File: src/rtl/fetch_queue_unit.sv
// Instruction fetch queue: issues sequential fetches from a fetch PC and buffers
// {pc, inst} pairs in a circular queue ahead of decode. A redirect flushes the queue.
module fetch_queue_unit #(
  parameter int              XLEN     = 64,
  parameter int              DEPTH    = 4,
  parameter logic [XLEN-1:0] RESET_PC = '0,
  parameter logic [31:0]     NOP_INST = 32'h00000013
) (
  input  logic                       clk,
  input  logic                       rst,
  output logic                       imem_req,
  output logic [XLEN-1:0]            imem_addr,
  input  logic                       imem_ready,
  input  logic [31:0]                imem_data,
  input  logic                       redirect,
  input  logic [XLEN-1:0]            redirect_pc,
  input  logic                       dec_stall,
  output logic                       inst_valid,
  output logic [31:0]                inst,
  output logic [XLEN-1:0]            inst_pc,
  output logic [$clog2(DEPTH):0]     count
);
  localparam int PW = $clog2(DEPTH);
  localparam int CW = PW + 1;
  localparam logic [CW-1:0] FULL = CW'(DEPTH);

  logic [XLEN-1:0] mem_pc_q   [DEPTH];
  logic [31:0]     mem_inst_q [DEPTH];

  logic [PW-1:0]   wr_ptr_q, wr_ptr_d;
  logic [PW-1:0]   rd_ptr_q, rd_ptr_d;
  logic [CW-1:0]   count_q, count_d;
  logic [XLEN-1:0] fetch_pc_q, fetch_pc_d;
  logic            push, pop;

  // Outputs come only from registered state; nothing from imem_* or dec_stall leaks through.
  assign imem_req   = !rst && (count_q != FULL);
  assign imem_addr  = fetch_pc_q;
  assign inst_valid = (count_q != '0);
  assign inst       = inst_valid ? mem_inst_q[rd_ptr_q] : NOP_INST;
  assign inst_pc    = inst_valid ? mem_pc_q[rd_ptr_q] : '0;
  assign count      = count_q;

  assign push = imem_req && imem_ready && !redirect;
  assign pop  = inst_valid && !dec_stall && !redirect;

  always_comb begin
    wr_ptr_d   = wr_ptr_q;
    rd_ptr_d   = rd_ptr_q;
    count_d    = count_q;
    fetch_pc_d = fetch_pc_q;
    if (redirect) begin
      // Flush wins over any fetch completing in the same cycle.
      wr_ptr_d   = '0;
      rd_ptr_d   = '0;
      count_d    = '0;
      fetch_pc_d = redirect_pc;
    end else begin
      if (push) begin
        wr_ptr_d   = wr_ptr_q + PW'(1);
        fetch_pc_d = fetch_pc_q + XLEN'(4);
      end
      if (pop) rd_ptr_d = rd_ptr_q + PW'(1);
      count_d = count_q + CW'(push) - CW'(pop);
    end
  end

  always_ff @(posedge clk or posedge rst) begin
    if (rst) begin
      wr_ptr_q   <= '0;
      rd_ptr_q   <= '0;
      count_q    <= '0;
      fetch_pc_q <= RESET_PC;
    end else begin
      wr_ptr_q   <= wr_ptr_d;
      rd_ptr_q   <= rd_ptr_d;
      count_q    <= count_d;
      fetch_pc_q <= fetch_pc_d;
    end
  end

  // Entry payload carries no reset; validity is tracked by count/pointers alone.
  always_ff @(posedge clk) begin
    if (push) begin
      mem_pc_q[wr_ptr_q]   <= fetch_pc_q;
      mem_inst_q[wr_ptr_q] <= imem_data;
    end
  end
endmodule

File: config.mk
export PLATFORM = sky130hd
export DESIGN_NAME = fetch_queue_unit
export DESIGN_NICKNAME = d
export VERILOG_FILES = /design/src/rtl/fetch_queue_unit.sv
export SDC_FILE = /design/constraint.sdc
export NUM_CORES = 1
export LEC_CHECK = 0
export CAP_MARGIN = 15
export CELL_PAD_IN_SITES_DETAIL_PLACEMENT = 1
export CELL_PAD_IN_SITES_GLOBAL_PLACEMENT = 2
export CORE_MARGIN = 8
export CORE_UTILIZATION = 36
export DETAILED_ROUTE_END_ITERATION = 6
export PLACE_DENSITY = 0.85
export SLEW_MARGIN = 25
export SYNTH_ARGS = -nofsm -noshare
export SYNTH_HDL_FRONTEND = slang
export SYNTH_SLANG_ARGS = --single-unit
File: constraint.sdc
create_clock -name clk -period 3.7 [get_ports clk]
set_input_delay 0.925 -clock clk [delete_from_list [all_inputs] [get_ports clk]]
set_output_delay 0.925 -clock clk [all_outputs]
set_load 0.02 [all_outputs]
==> results of run 1 <==
## metal layers
metal | routed length (um) | part of all wire
met3 | 2860 | 0.055
met4 | 977 | 0.019
met5 | 0 | 0
met1 | 22200 | 0.43
met2 | 26100 | 0.50
## flip-flops by register name, summed over array words and instances, names as in the netlist
name        cells
mem_pc_q      256
mem_inst_q    128
imem_addr      64
count           3
rd_ptr_q        2
wr_ptr_q        2
## cell usage in the layout, fill, tap and decap left out, types with 4 or more instances in the layout
master and instances:
dlygate4sd2_1 46, nor2_1 27, clkbuf_8 9, edfxtp_1 384, and2_1 95, mux2i_1 8, buf_12 13, mux4_2 96
and3_1 7, bufinv_16 6, dlymetal6s2s_1 30, or4_1 6, and3_4 4, nor2b_1 7, nand2_1 71, clkbuf_16 53
a31oi_1 10, clkbuf_1 17, nand4_1 16, inv_1 13, mux2_2 5, xnor2_1 27, clkinv_1 4, and4_1 13
or3_1 5, nor4_1 18, clkdlybuf4s50_1 186, buf_4 33, dfrtp_1 69, o21ai_0 44, xor2_1 16, ha_1 7
nor3_1 18, nand3_1 31, a22oi_1 5
## path summary, 6_finish.rpt
check                                 endpoint  cells after the start
worst max-delay path               inst_pc[60]                      4
worst min-delay path            mem_pc_q[3][0]                      0
worst max register to register        count[2]                     12
worst min register to register  mem_pc_q[3][0]                      0
max in group asynchronous         imem_addr[5]                      3
min in group asynchronous             count[0]                      2
## final cells by class
| type | instances | area, um2 | area share |
|---|---|---|---|
| sequential | 455 | 13300 | 0.547 |
| multi-input combinational | 568 | 5130 | 0.211 |
| timing repair buffer | 311 | 3230 | 0.133 |
| clock buffer | 79 | 1510 | 0.0622 |
| tap | 680 | 851 | 0.0350 |
| clock inverter | 15 | 233 | 0.00956 |
| inverter | 15 | 60.1 | 0.00247 |
## power by group through the flow
stage	Sequential, mW	Combinational, mW	Clock [mW]
after floorplan	6.17	2.49	0
after global placement	6.16	4.78	0
after detailed placement	6.19	4.81	0
after CTS	6.08	4.76	5.33
after global routing	6.11	4.91	5.51
final	6.08	4.58	5.21
## worst register-to-register path, cell delays in order, from the launching register on
cell     delay, ps
dfrtp_1        460
nor3b_2        610
nor3b_2        100
and2_1         190
inv_1           50
ha_1           210
inv_1           50
ha_1           120
inv_1           40
fa_1           360
xor2_1         160
xnor2_1        130
nor2_1          60
## cell families after synthesis
family | Yosys count | synth area share
buffers and inverters | 72 | 0.0147
adders and majority gates | 8 | 0.00576
xor gates and xnor gates | 43 | 0.0202
and+or+nand+nor | 334 | 0.0998
muxes | 109 | 0.123
DFF | 455 | 0.713
AOI/OAI and AO/OA | 74 | 0.0239
## timing repair
item	CTS	global route
gates cloned	0	0
endpoints found under the hold margin	0	0
setup endpoints to repair	88	30
resized for setup	48	30
buffers inserted	6	0
==> flow_metrics.tcl, run 1 <==
set metrics [dict create \
    outcome "completed" \
    top_usage_layer "met2" \
    tightestPinTransition_ps 693 \
    clock_latency_ps 570 \
    combinationalPowerShare 0.289 \
    nets 1510 \
    cp_max_fo 42 \
    syn_avg_cell_area_um2 17.1 \
    ys_seq_elements 455 \
    cellInternalPower_mw 11.2 \
    netSwitchingFraction 0.296 \
    min_period_ps 3570 \
    start_kind "flop" \
    syn_inst 1095 \
    yosysWarningCount 0 \
    clock_path_buffers 3 \
    grt_pass1_vias 12204 \
    post_route_cells_drive_above_1_share 0.167 \
    fin_area_um2 24300 \
    cts.htree.levels 2 \
    max_stage_delay_ps 560 \
    synthDistinctLibCells 46 \
    ys_top_cells_by_area "edfxtp_1 62%, mux4_2 12%, dfrtp_1 9.5%" \
    ys_seq_area_frac 0.713 \
    fin_worst_skew_ps 11.5 \
    ys.flop_type "edfxtp_1" \
    slew_headroom 0.536 \
    dp_hpwl_mm 34.2 \
    grt_setup_unrepaired "false" \
    synth_fp_nets 1204 \
    synthTopCellsByCount "384 x edfxtp_1, 96 x mux4_2, 95 x and2_1" \
    synth_top_area_share 0.617 \
    rows 83 \
    wl_mm 52.2 \
    yosysTopAreaCell "edfxtp_1" \
    crit_type "reg2out" \
    drt_iter0_markers 656 \
    p_sw_mw 4.70 \
    clk_pin_slew_ps 60 \
    place_area_um2 22500 \
    post-place-ws_ps 161 \
    io_buffer_count 265 \
    synth_edf_count 384 \
    place_congestion 0.776 \
    routedWlPerCell_um 24.6 \
    clkSinkCount 455 \
    ios 266 \
    grt_overflow 0 \
    dr.pass1.iters 4 \
    synthesis.area_um2 18700 \
    finalSetupTns_ps 0 \
    met2_usage 0.297 \
    cp.arrival_ps 2650 \
    p_leak_nw 8.60 \
    area_growth_pct 30.3 \
    detail-route-antenna-nets 0 \
    yosysMostFrequentCell "edfxtp_1" \
    required_ps 2770 \
    grt_pass1_wl_mm 79.4 \
    grt_max_degree 111 \
    fin_ws_ps 127 \
    fmax_mhz 280 \
    stdcell_count 2123 \
    die_w_um 244 \
    p_seq_frac 0.383 \
    hold_start "imem_addr[0]" \
    core_region_area_um2 51300 \
    die_y_um 244 \
    min_period_over_period 0.966 \
    cp-end-kind "output pin" \
    hold_path.class "reg2reg" \
    report.final.slew_viol_count 0 \
    setup_viol 0 \
    vias 11064 \
    post-route-drc-count 0 \
    peakVddDrop_uv 394 \
    critPathTopFamily "buffers and inverters" \
    final_hold_viol_count 0 \
    cap_violations 0 \
    path_cells "buf_16 > mux4_2 > and2_1 > clkdlybuf4s50_1" \
    viasPerCell 5.21 \
    hold_slack_ps 575 \
    start_util 0.364 \
    r2r_slack_ps 1030 \
    rr_startpoint "count[1]" \
    power_density_nw_per_um2 652 \
    antenna_found_initial 0 \
    p_total_mw 15.9 \
    startpoint "rd_ptr_q[0]" \
    crit_buf_inv 2 \
    nFillCells 4911 \
    dieArea_um2 59400 \
    cts_hold_buf 0 \
    cts_tree "yes" \
    final_util 0.474 \
    diodes 0 \
    critPathSlowestCell "mux4_2" \
    root_buffer "clkbuf_16" \
    synthArstFlopShare 0.156 \
    power_frac_clock 0.328 \
    use_met3 0.0363 \
    track_usage 0.175 \
    numCtsBuffers 50 \
    dp_cells 2023 \
    met1_usage 0.226 \
]
Note: power is estimated with default switching activity, not from simulation.
==> run 2: changes to the inputs <==
--- a/config.mk
+++ b/config.mk
@@ -12,4 +12,5 @@
 export CORE_UTILIZATION = 36
 export DETAILED_ROUTE_END_ITERATION = 6
+export HOLD_SLACK_MARGIN = 0.05
 export PLACE_DENSITY = 0.85
 export SLEW_MARGIN = 25
==> constraint.sdc (replaced) <==
create_clock -name clk -period 3.7 [get_ports clk]
set_input_delay 0.74 -clock clk [delete_from_list [all_inputs] [get_ports clk]]
set_output_delay 0.74 -clock clk [all_outputs]
set_load 0.02 [all_outputs]
==> flow_metrics.tcl, run 2 (same netlist as run 1, synthesis figures left out) <==
set metrics [dict create \
    root_buffer "clkbuf_16" \
    min_period_ps 3450 \
    holdPathStages 0 \
    dp_cells 2010 \
    rr_endpoint "count[2]" \
    detail-route-antenna-nets 0 \
    start_util 0.364 \
    place_congestion 0.756 \
    critPathSlowestCell "clkdlybuf4s50_1" \
    slew_headroom 0.395 \
    dieArea_um2 59400 \
    grt_max_degree 97 \
    path_cells "buf_12 > mux4_2 > and2_1 > clkdlybuf4s50_1" \
    fin_area_um2 24000 \
    r2r_slack_ps 810 \
    antenna_found_initial 0 \
    clkSinkCount 455 \
    cp-end-kind "output pin" \
    largest-register "mem_pc_q" \
    clock_path_buffers 3 \
    cts.htree.levels 2 \
    dr.pass1.iters 6 \
    nFillCells 4953 \
    cp.arrival_ps 2710 \
    post-route-drc-count 0 \
    cts_tree "yes" \
    grt_overflow 0 \
    area_growth_pct 28.6 \
    reg2reg_depth 12 \
    peakVddDrop_uv 407 \
    tightestPinTransition_ps 905 \
    setup_viol 0 \
    cp_max_fo 30 \
    holdPathEnd "mem_pc_q[3][0]" \
    ios 266 \
    report.final.slew_viol_count 0 \
    io_buffer_count 265 \
    fmax_mhz 290 \
    clk_pin_slew_ps 60 \
    hold_start "imem_addr[0]" \
    place_area_um2 22300 \
    max_stage_delay_ps 570 \
    nets 1493 \
    min_period_over_period 0.932 \
    routedWlPerCell_um 24.1 \
    rows 83 \
    clock_latency_ps 570 \
    core_region_area_um2 51300 \
    rr_startpoint "count[1]" \
    fin_worst_skew_ps 21.5 \
    largest_reg_flops 256 \
    cts_hold_buf 0 \
    power_density_nw_per_um2 657 \
    outcome "completed" \
    cap_violations 0 \
    p_total_mw 15.8 \
    layout_common_cells "384 x edfxtp_1, 262 x clkdlybuf4s50_1, 96 x mux4_2" \
    die_y_um 244 \
    final_hold_viol_count 0 \
    required_ps 2960 \
    grt_pass1_vias 12040 \
    grt_setup_unrepaired "false" \
    viasPerCell 5.21 \
    final_common_cell "edfxtp_1" \
    die_w_um 244 \
    grt_pass1_wl_mm 77.0 \
    dp_hpwl_mm 32.4 \
    finalSetupTns_ps 0 \
    start_kind "flop" \
    post_route_cells_drive_above_1_share 0.154 \
    wl_mm 50.7 \
    drt_iter0_markers 638 \
    numCtsBuffers 51 \
    vias 10975 \
    p_leak_nw 7.83 \
    stdcell_count 2106 \
    track_usage 0.169 \
    crit_type "reg2out" \
    hold_path.class "reg2reg" \
]
run 2: changes by cell type in the layout (fill, tap and decap cells not counted), sizes merged:
cell | before | now
diode | 0 | 1
buf | 49 | 31
clkinvlp | 2 | 3
dlygate4sd2 | 46 | 0
clkinv | 8 | 20
clkdlybuf4s50 | 186 | 262
clkbuf | 79 | 66
dlymetal6s2s | 30 | 0
run 2: area by class of cell:
class,instances,area (um2),share of cell area
flip-flops and latches,455,13300,0.555
clock inverters,28,258,0.0107
inverters,15,72.6,0.00302
well taps,680,851,0.0354
clock buffers,66,1400,0.0581
diodes,1,2.50,0.000104
multi-input cells,568,5120,0.213
repair buffers,293,2990,0.125
run 2: timing repair:
item	in CTS	in global routing
gates resized for setup	1	2
endpoints found under the setup margin	1	56
endpoints found under the hold margin	0	0
gates cloned	0	0
setup buffers	0	1
run 2: worst max-delay path by stage:
| stage | slack (ps) | start | to |
|---|---|---|---|
| floorplan | 620 | rst | mem_inst_q[0][0] |
| global placement | 230 | rst | imem_addr[62] |
| detailed placement | 230 | rst | imem_addr[62] |
| CTS | 8 | rd_ptr_q[0] | inst_pc[18] |
| global route | 110 | rd_ptr_q[0] | inst_pc[44] |
| finish | 250 | rd_ptr_q[0] | inst_pc[46] |
run 2: worst max-delay path: cells and delay by family, from the launching register on:
family                 cells  cell delay [ps]
AND/OR/NAND/NOR            1              230
flip-flops                 1              500
buffers and inverters      2              850
multiplexers               1              530
run 2: power by group:
part,internal [mW],switching (mW)
logic,2.31,2.44
registers,5.82,0.252
clock network,2.99,1.97
total,11.1,4.66
run 2: per-layer routing:
| metal | up-vias | global-route usage | wire [um] |
|---|---|---|---|
| met4 | 0 | 0.0354 | 798 |
| li1 | 4867 | - | - |
| met2 | 306 | 0.287 | 25300 |
| met3 | 57 | 0.0425 | 3110 |
| met5 | - | 0 | 0 |
| met1 | 5745 | 0.217 | 21500 |
run 2: metrics by stage:
stage | setup slack, ps | hold slack (ps) | util
6_report | 253 | 577 | 0.468
3_3_place_gp | 232 | 540 | 0.435
4_1_cts | 7.76 | 582 | 0.467
5_1_grt | 113 | 598 | 0.468
3_5_place_dp | 231 | 567 | 0.435
2_1_floorplan | 621 | 538 | -
